[src/rtl/rf_pkg.sv]
// Shared RegFile write-port types and widths for the write-back arbiter.
package rf_pkg;

  localparam int unsigned REG_AW = 5;
  localparam int unsigned REG_DW = 32;
  localparam logic [REG_AW-1:0] REG_ZERO = 5'd0;

  typedef struct packed {
    logic              we;
    logic [REG_AW-1:0] adrs;
    logic [REG_DW-1:0] data;
  } wb_req_t;

endpackage

[src/rtl/rf_wb_fifo.sv]
// Small in-order buffer for mult/div results awaiting a free RegFile write cycle.
module rf_wb_fifo
  import rf_pkg::*;
#(
  parameter int unsigned Depth = 2
) (
  input  logic              clk_i,
  input  logic              reset_ni,
  input  logic              push_i,
  input  logic [REG_AW-1:0] push_adrs_i,
  input  logic [REG_DW-1:0] push_data_i,
  input  logic              pop_i,
  output logic [REG_AW-1:0] head_adrs_o,
  output logic [REG_DW-1:0] head_data_o,
  output logic              empty_o,
  output logic              full_o,
  output logic [31:0]       pending_o
);

  localparam int unsigned PtrW = (Depth > 1) ? $clog2(Depth) : 1;
  localparam int unsigned CntW = $clog2(Depth + 1);

  logic [REG_AW-1:0] adrs_q [Depth];
  logic [REG_DW-1:0] data_q [Depth];
  logic [Depth-1:0]  valid_q;
  logic [PtrW-1:0]   wr_ptr_q, rd_ptr_q;
  logic [CntW-1:0]   count_q, count_d;
  logic              push_ok, pop_ok;

  assign empty_o = (count_q == '0);
  assign full_o  = (count_q == CntW'(Depth));
  assign push_ok = push_i && !full_o;
  assign pop_ok  = pop_i && !empty_o;

  assign head_adrs_o = adrs_q[rd_ptr_q];
  assign head_data_o = data_q[rd_ptr_q];

  always_comb begin
    count_d = count_q;
    unique case ({push_ok, pop_ok})
      2'b10:   count_d = count_q + CntW'(1);
      2'b01:   count_d = count_q - CntW'(1);
      default: count_d = count_q;
    endcase
  end

  always_ff @(posedge clk_i) begin
    if (!reset_ni) begin
      wr_ptr_q <= '0;
      rd_ptr_q <= '0;
      count_q  <= '0;
      valid_q  <= '0;
    end else begin
      // Depth is a power of two, so the natural pointer overflow is the wrap.
      if (push_ok) begin
        valid_q[wr_ptr_q] <= 1'b1;
        wr_ptr_q          <= wr_ptr_q + PtrW'(1);
      end
      if (pop_ok) begin
        valid_q[rd_ptr_q] <= 1'b0;
        rd_ptr_q          <= rd_ptr_q + PtrW'(1);
      end
      count_q <= count_d;
    end
  end

  always_ff @(posedge clk_i) begin
    if (push_ok) begin
      adrs_q[wr_ptr_q] <= push_adrs_i;
      data_q[wr_ptr_q] <= push_data_i;
    end
  end

  always_comb begin
    pending_o = '0;
    for (int i = 0; i < Depth; i++) begin
      if (valid_q[i]) pending_o[adrs_q[i]] = 1'b1;
    end
  end

endmodule

[src/rtl/rf_wb_arbiter.sv]
// Shares the RegFile write port: WB stage has priority, mult/div results drain on idle cycles.
module rf_wb_arbiter
  import rf_pkg::*;
#(
  parameter int unsigned Depth   = 2,
  parameter int unsigned MaxWait = 4
) (
  input  logic              clk_i,
  input  logic              reset_ni,
  input  logic              wb_we_i,
  input  logic [REG_AW-1:0] wb_adrs_i,
  input  logic [REG_DW-1:0] wb_data_i,
  input  logic              md_valid_i,
  input  logic [REG_AW-1:0] md_adrs_i,
  input  logic [REG_DW-1:0] md_data_i,
  output logic              md_ready_o,
  output logic              rf_we_o,
  output logic [REG_AW-1:0] rf_w_adrs_o,
  output logic [REG_DW-1:0] rf_w_data_o,
  output logic [31:0]       pending_o,
  output logic              starve_req_o,
  output logic              order_err_o
);

  localparam int unsigned WaitW = $clog2(MaxWait + 1);

  logic              a_valid, fifo_push, fifo_pop, fifo_empty, fifo_full;
  logic [REG_AW-1:0] head_adrs;
  logic [REG_DW-1:0] head_data;
  logic [WaitW-1:0]  wait_q, wait_d;
  logic              order_err_q, order_err_d;
  wb_req_t           rf_req;

  assign a_valid    = wb_we_i && (wb_adrs_i != REG_ZERO);
  assign md_ready_o = !fifo_full;
  // Writes to $0 are acknowledged but never stored.
  assign fifo_push  = md_valid_i && md_ready_o && (md_adrs_i != REG_ZERO);
  assign fifo_pop   = !a_valid && !fifo_empty;

  rf_wb_fifo #(
    .Depth(Depth)
  ) u_fifo (
    .clk_i       (clk_i),
    .reset_ni    (reset_ni),
    .push_i      (fifo_push),
    .push_adrs_i (md_adrs_i),
    .push_data_i (md_data_i),
    .pop_i       (fifo_pop),
    .head_adrs_o (head_adrs),
    .head_data_o (head_data),
    .empty_o     (fifo_empty),
    .full_o      (fifo_full),
    .pending_o   (pending_o)
  );

  always_comb begin
    rf_req = '0;
    if (a_valid) begin
      rf_req = '{we: 1'b1, adrs: wb_adrs_i, data: wb_data_i};
    end else if (!fifo_empty) begin
      rf_req = '{we: 1'b1, adrs: head_adrs, data: head_data};
    end
  end

  assign rf_we_o     = rf_req.we;
  assign rf_w_adrs_o = rf_req.adrs;
  assign rf_w_data_o = rf_req.data;

  always_comb begin
    wait_d = wait_q;
    if (fifo_empty || fifo_pop) begin
      wait_d = '0;
    end else if (wait_q != WaitW'(MaxWait)) begin
      wait_d = wait_q + WaitW'(1);
    end
    order_err_d = order_err_q || (a_valid && pending_o[wb_adrs_i]);
  end

  assign starve_req_o = (wait_q == WaitW'(MaxWait)) && !fifo_empty;
  assign order_err_o  = order_err_q;

  always_ff @(posedge clk_i) begin
    if (!reset_ni) begin
      wait_q      <= '0;
      order_err_q <= 1'b0;
    end else begin
      wait_q      <= wait_d;
      order_err_q <= order_err_d;
    end
  end

endmodule

[config.mk]
export PLATFORM = sky130hd
export DESIGN_NAME = rf_wb_arbiter
export DESIGN_NICKNAME = d
export VERILOG_FILES = /design/src/rtl/rf_pkg.sv /design/src/rtl/rf_wb_fifo.sv /design/src/rtl/rf_wb_arbiter.sv
export SDC_FILE = /design/constraint.sdc
export NUM_CORES = 1
export LEC_CHECK = 0
export BUFFER_PORTS_ARGS = -buffer_cell sky130_fd_sc_hd__buf_2
export CAP_MARGIN = 40
export CORE_UTILIZATION = 54
export DETAILED_ROUTE_END_ITERATION = 7
export HOLD_SLACK_MARGIN = 0.05
export PLACE_DENSITY = 0.86
export SLEW_MARGIN = 20
export SYNTH_ARGS = -nofsm -noshare
export SYNTH_HDL_FRONTEND = slang
export SYNTH_SLANG_ARGS = --single-unit
[constraint.sdc]
create_clock -name clk_i -period 5.3 [get_ports clk_i]
set_clock_uncertainty 0.2 [all_clocks]
set_input_delay 0.795 -clock clk_i [delete_from_list [all_inputs] [get_ports clk_i]]
set_output_delay 0.795 -clock clk_i [all_outputs]
set_load 0.01 [all_outputs]
==> metrics.md <==
| Metric | Value |
|---|---|
| Outcome | finished clean |
| HP Start | order_err_o$_SDFF_PN0_ |
| Initial antenna violation count | 0 |
| Critical path launch point type | input pin |
| Routed Antenna Nets | 0 |
| Reg-to-reg slack, setup | 2.85 ns |
| Period utilization | 65.61% |
| Count leader, synth | edfxtp_1 |
| Arr. time, crit path | 2.48 ns |
| Worst path most repeated cell | buf_2 |
| Max Clock Freq | 287.6 MHz |
| Pre-antenna DRT Iters | 8 |
| Syn Nets | 422 |
| Slew Limit Fails | 0 |
| Max-Cap Viols | 0 |
| Worst Path Buf+Inv | 3 |
| Drt drc | 0 |
| EDFF count, synth | between 70 and 80 |
| Final nets | 566 |
| Netlist Area Pre-Place | roughly 4300 um2 |
| # hold bufs at CTS | 0 |
| Clk_lat worst skew | 0.33 ns |
| CP peak stage delay | 0.57 ns |
| Core ar. | approximately 7400 um2 |
| Dpl hpwl | about 7400 um |
| DR vias/cell | 5.932 |
| Hold Fails Final Rpt | 0 |
| Required @ worst endpoint | 4.30 ns |
| Pwr per Cell Area | 377.1 nW/um2 |
| Initial DRC Count | 270 |
| Total GRT Usage | 24.66% |
| Chip height | 90.76 um |
| Post-synth cell types | 39 |
| Hold WC Path Type | reg -> reg |
| Htree depth | 3 |
| Synth top cells by count | edfxtp_1, nand2_1, mux2i_1, o31ai_1, o22ai_1 |
| Syn_area_per_cell | 12.48 um2 |
| Final non-filler cell total | 589 |
| Delay-heaviest family, CP | compound AO/OA/AOI/OAI gates |
| GP Congestion | just over 0.9 |
| Sequential fraction of the synthesis area | 57.41% |
| CP endpoint kind | primary output |
| Share of layout cells above drive strength 1 | 38.37% |
| Worst Hold Path EP | order_err_o$_SDFF_PN0_ |
| Primary FF master, synth | edfxtp_1 |
| Synth top area cells | edfxtp_1, mux2i_1, o31ai_1, dfxtp_1, o22ai_1 |
| Setup CP Type | in -> out |
| Post-cts gate resize count | 0 |
| CP max stage cell | o41a_2 |
| CP startpoint | wb_adrs_i[3] |
| Input/output buffers | 150 |
| Synthesized instance count | about 340 |
| Post-synth top area cell | edfxtp_1 |
| Clock period minus worst slack | 3.477 ns |
| Reg-to-Reg Start | u_fifo.count_q[0]$_SDFFE_PN0P_ |
| Gr ovfl total | 0 |
| Power, Total | between 0.002 and 0.0025 W |
| Reg2Reg Depth | 7 |
| Final core utilization | 72.09% |
| Worst Tran Pin Value | roughly 0.60 ns |
| Worst-path fanout max | 54 |
| Boundary Pins | 151 |
| Initial Utilization | a little under three fifths |
| Relative slew slack | 59.78% |
| Pin count of the biggest net entering global routing | 55 |
| Diodes inserted | 0 |
| CTS clk-pin slew, worst paths | 0.08 ns |
| RSZ-0062 raised after global routing | no |
| Sink Count | 85 |
| CTS Buf Count | 9 |
| Clock root cell | clkbuf_8 |
| Die area | 8236 um2 |
| Worst-path cell chain | buf_2 -> or2_1 -> o41a_2 -> buf_12 -> o31ai_1 -> buf_2 |
| First-pass GRT wire length | ~16000 um |
| Vias in the first global route | 3399 |
| VDD IR max | 0.2136 mV |
| YS warnings | 0 |
| Routed vias | 3494 |
| Die Span X | 90.76 um |
| Area share of the largest cell type after synthesis | 52.24% |
| Final setup vio count | 0 |
| R2R Path End | u_fifo.count_q[1]$_SDFFE_PN0P_ |
| Fillers | about 530 |
| # Post-CTS Setup Buffers | 0 |
| Leak Pwr | 2.082 nW |
| Routed WL per cell | 16.89 um |
| Detailed Route WL | 9950 um |
| Clock Path Buffers | 2 |
| FFs w/ async S/R, synth | 0% |
| CTS tree | done |
| Std-Cell Rows | 31 |
| Worst Hold Depth | 2 |
| Register bit total from synthesis | 85 |
| Synth-to-layout area growth | 26.21% |
| Total negative slack | 0 ns |
| Dpl cells | roughly 570 |
[worst max path at each step]
stage | endpoint | slack (ns) | depth (start not counted)
6_report | rf_w_data_o[2] | 1.82 | 6
5_1_grt | rf_w_data_o[2] | 1.72 | 6
2_1_floorplan | u_fifo.valid_q[0]$_SDFF_PN0_ | 1.97 | 4
3_3_place_gp | rf_w_adrs_o[1] | 1.49 | 6
3_5_place_dp | rf_w_data_o[2] | 1.86 | 6
4_1_cts | rf_w_data_o[2] | 1.84 | 6
[flip-flops by register name, summed over array words and instances, names as in the netlist, named ones only]
register,count
u_fifo.valid_q,2
wait_q,3
u_fifo.wr_ptr_q,1
u_fifo.adrs_q,10
u_fifo.data_q,64
u_fifo.rd_ptr_q,1
order_err_o,1
u_fifo.count_q,2
[per-stage QoR]
stage	instance area, um2	setup WS [ns]	hold slack (ns)
2_1_floorplan	4254	1.970	0.2460
3_3_place_gp	5075	1.492	0.2608
3_5_place_dp	5142	1.855	0.2735
4_1_cts	5341	1.840	0.2942
5_1_grt	5369	1.717	0.3133
6_report	5369	1.823	0.2934
[metal layers]
layer,vias to the layer above,track usage (%),routed length [um]
li1,1639,-,-
met1,1603,29.04,3984
met2,227,43.18,4862
met3,25,6.229,856
met4,0,9.274,246
met5,-,0,0
[tightest hold or removal path, stage by stage (launching register included)]
cell and delay, ns:
dfxtp_1 0.34, nand2_1 0.07, o211ai_2 0.06
[report_power, final]
part	internal (W)	leakage (nW)	switching, W	total [W]
clock	0.000219	0.0935	0.000227	0.000446
sequential	0.000841	0.782	0.0000623	0.000903
combinational	0.000284	1.21	0.000390	0.000675
total	0.00134	2.08	0.000680	0.00202
[layout by cell type (no fill, tap or decap), types with 5 or more instances in the layout]
| master | n |
|---|---|
| dfxtp_1 | 10 |
| or3b_1 | 6 |
| edfxtp_1 | 74 |
| o22ai_1 | 30 |
| nand3b_1 | 11 |
| clkbuf_8 | 9 |
| nor2_1 | 5 |
| nand2_1 | 42 |
| mux4_2 | 6 |
| nand3_1 | 5 |
| o31ai_1 | 34 |
| mux2i_1 | 38 |
| buf_2 | 150 |
[layout make-up]
| cell class | instances | area, um2 | area share, % |
|---|---|---|---|
| tap | 99 | 123.9 | 2.307 |
| inverter | 5 | 18.77 | 0.3496 |
| timing repair buffer | 155 | 853.3 | 15.89 |
| multi-input combinational | 229 | 1730 | 32.23 |
| clock buffer | 9 | 123.9 | 2.307 |
| sequential | 85 | 2444 | 45.51 |
| clock inverter | 7 | 75.07 | 1.398 |
[logic make-up (layout without fill, tap and decap cells)]
logic type,count (synthesis),count (layout),share of synthesized area (%)
simple gates,91,91,11.09
buf+inv,27,176,2.470
mux,45,45,12.74
fa+ha+maj,3,3,0.8824
flops,85,85,57.41
xor+xnor,4,4,0.8234
compound gates,86,86,14.59
No activity file was read; power rests on OpenSTA's default activity.
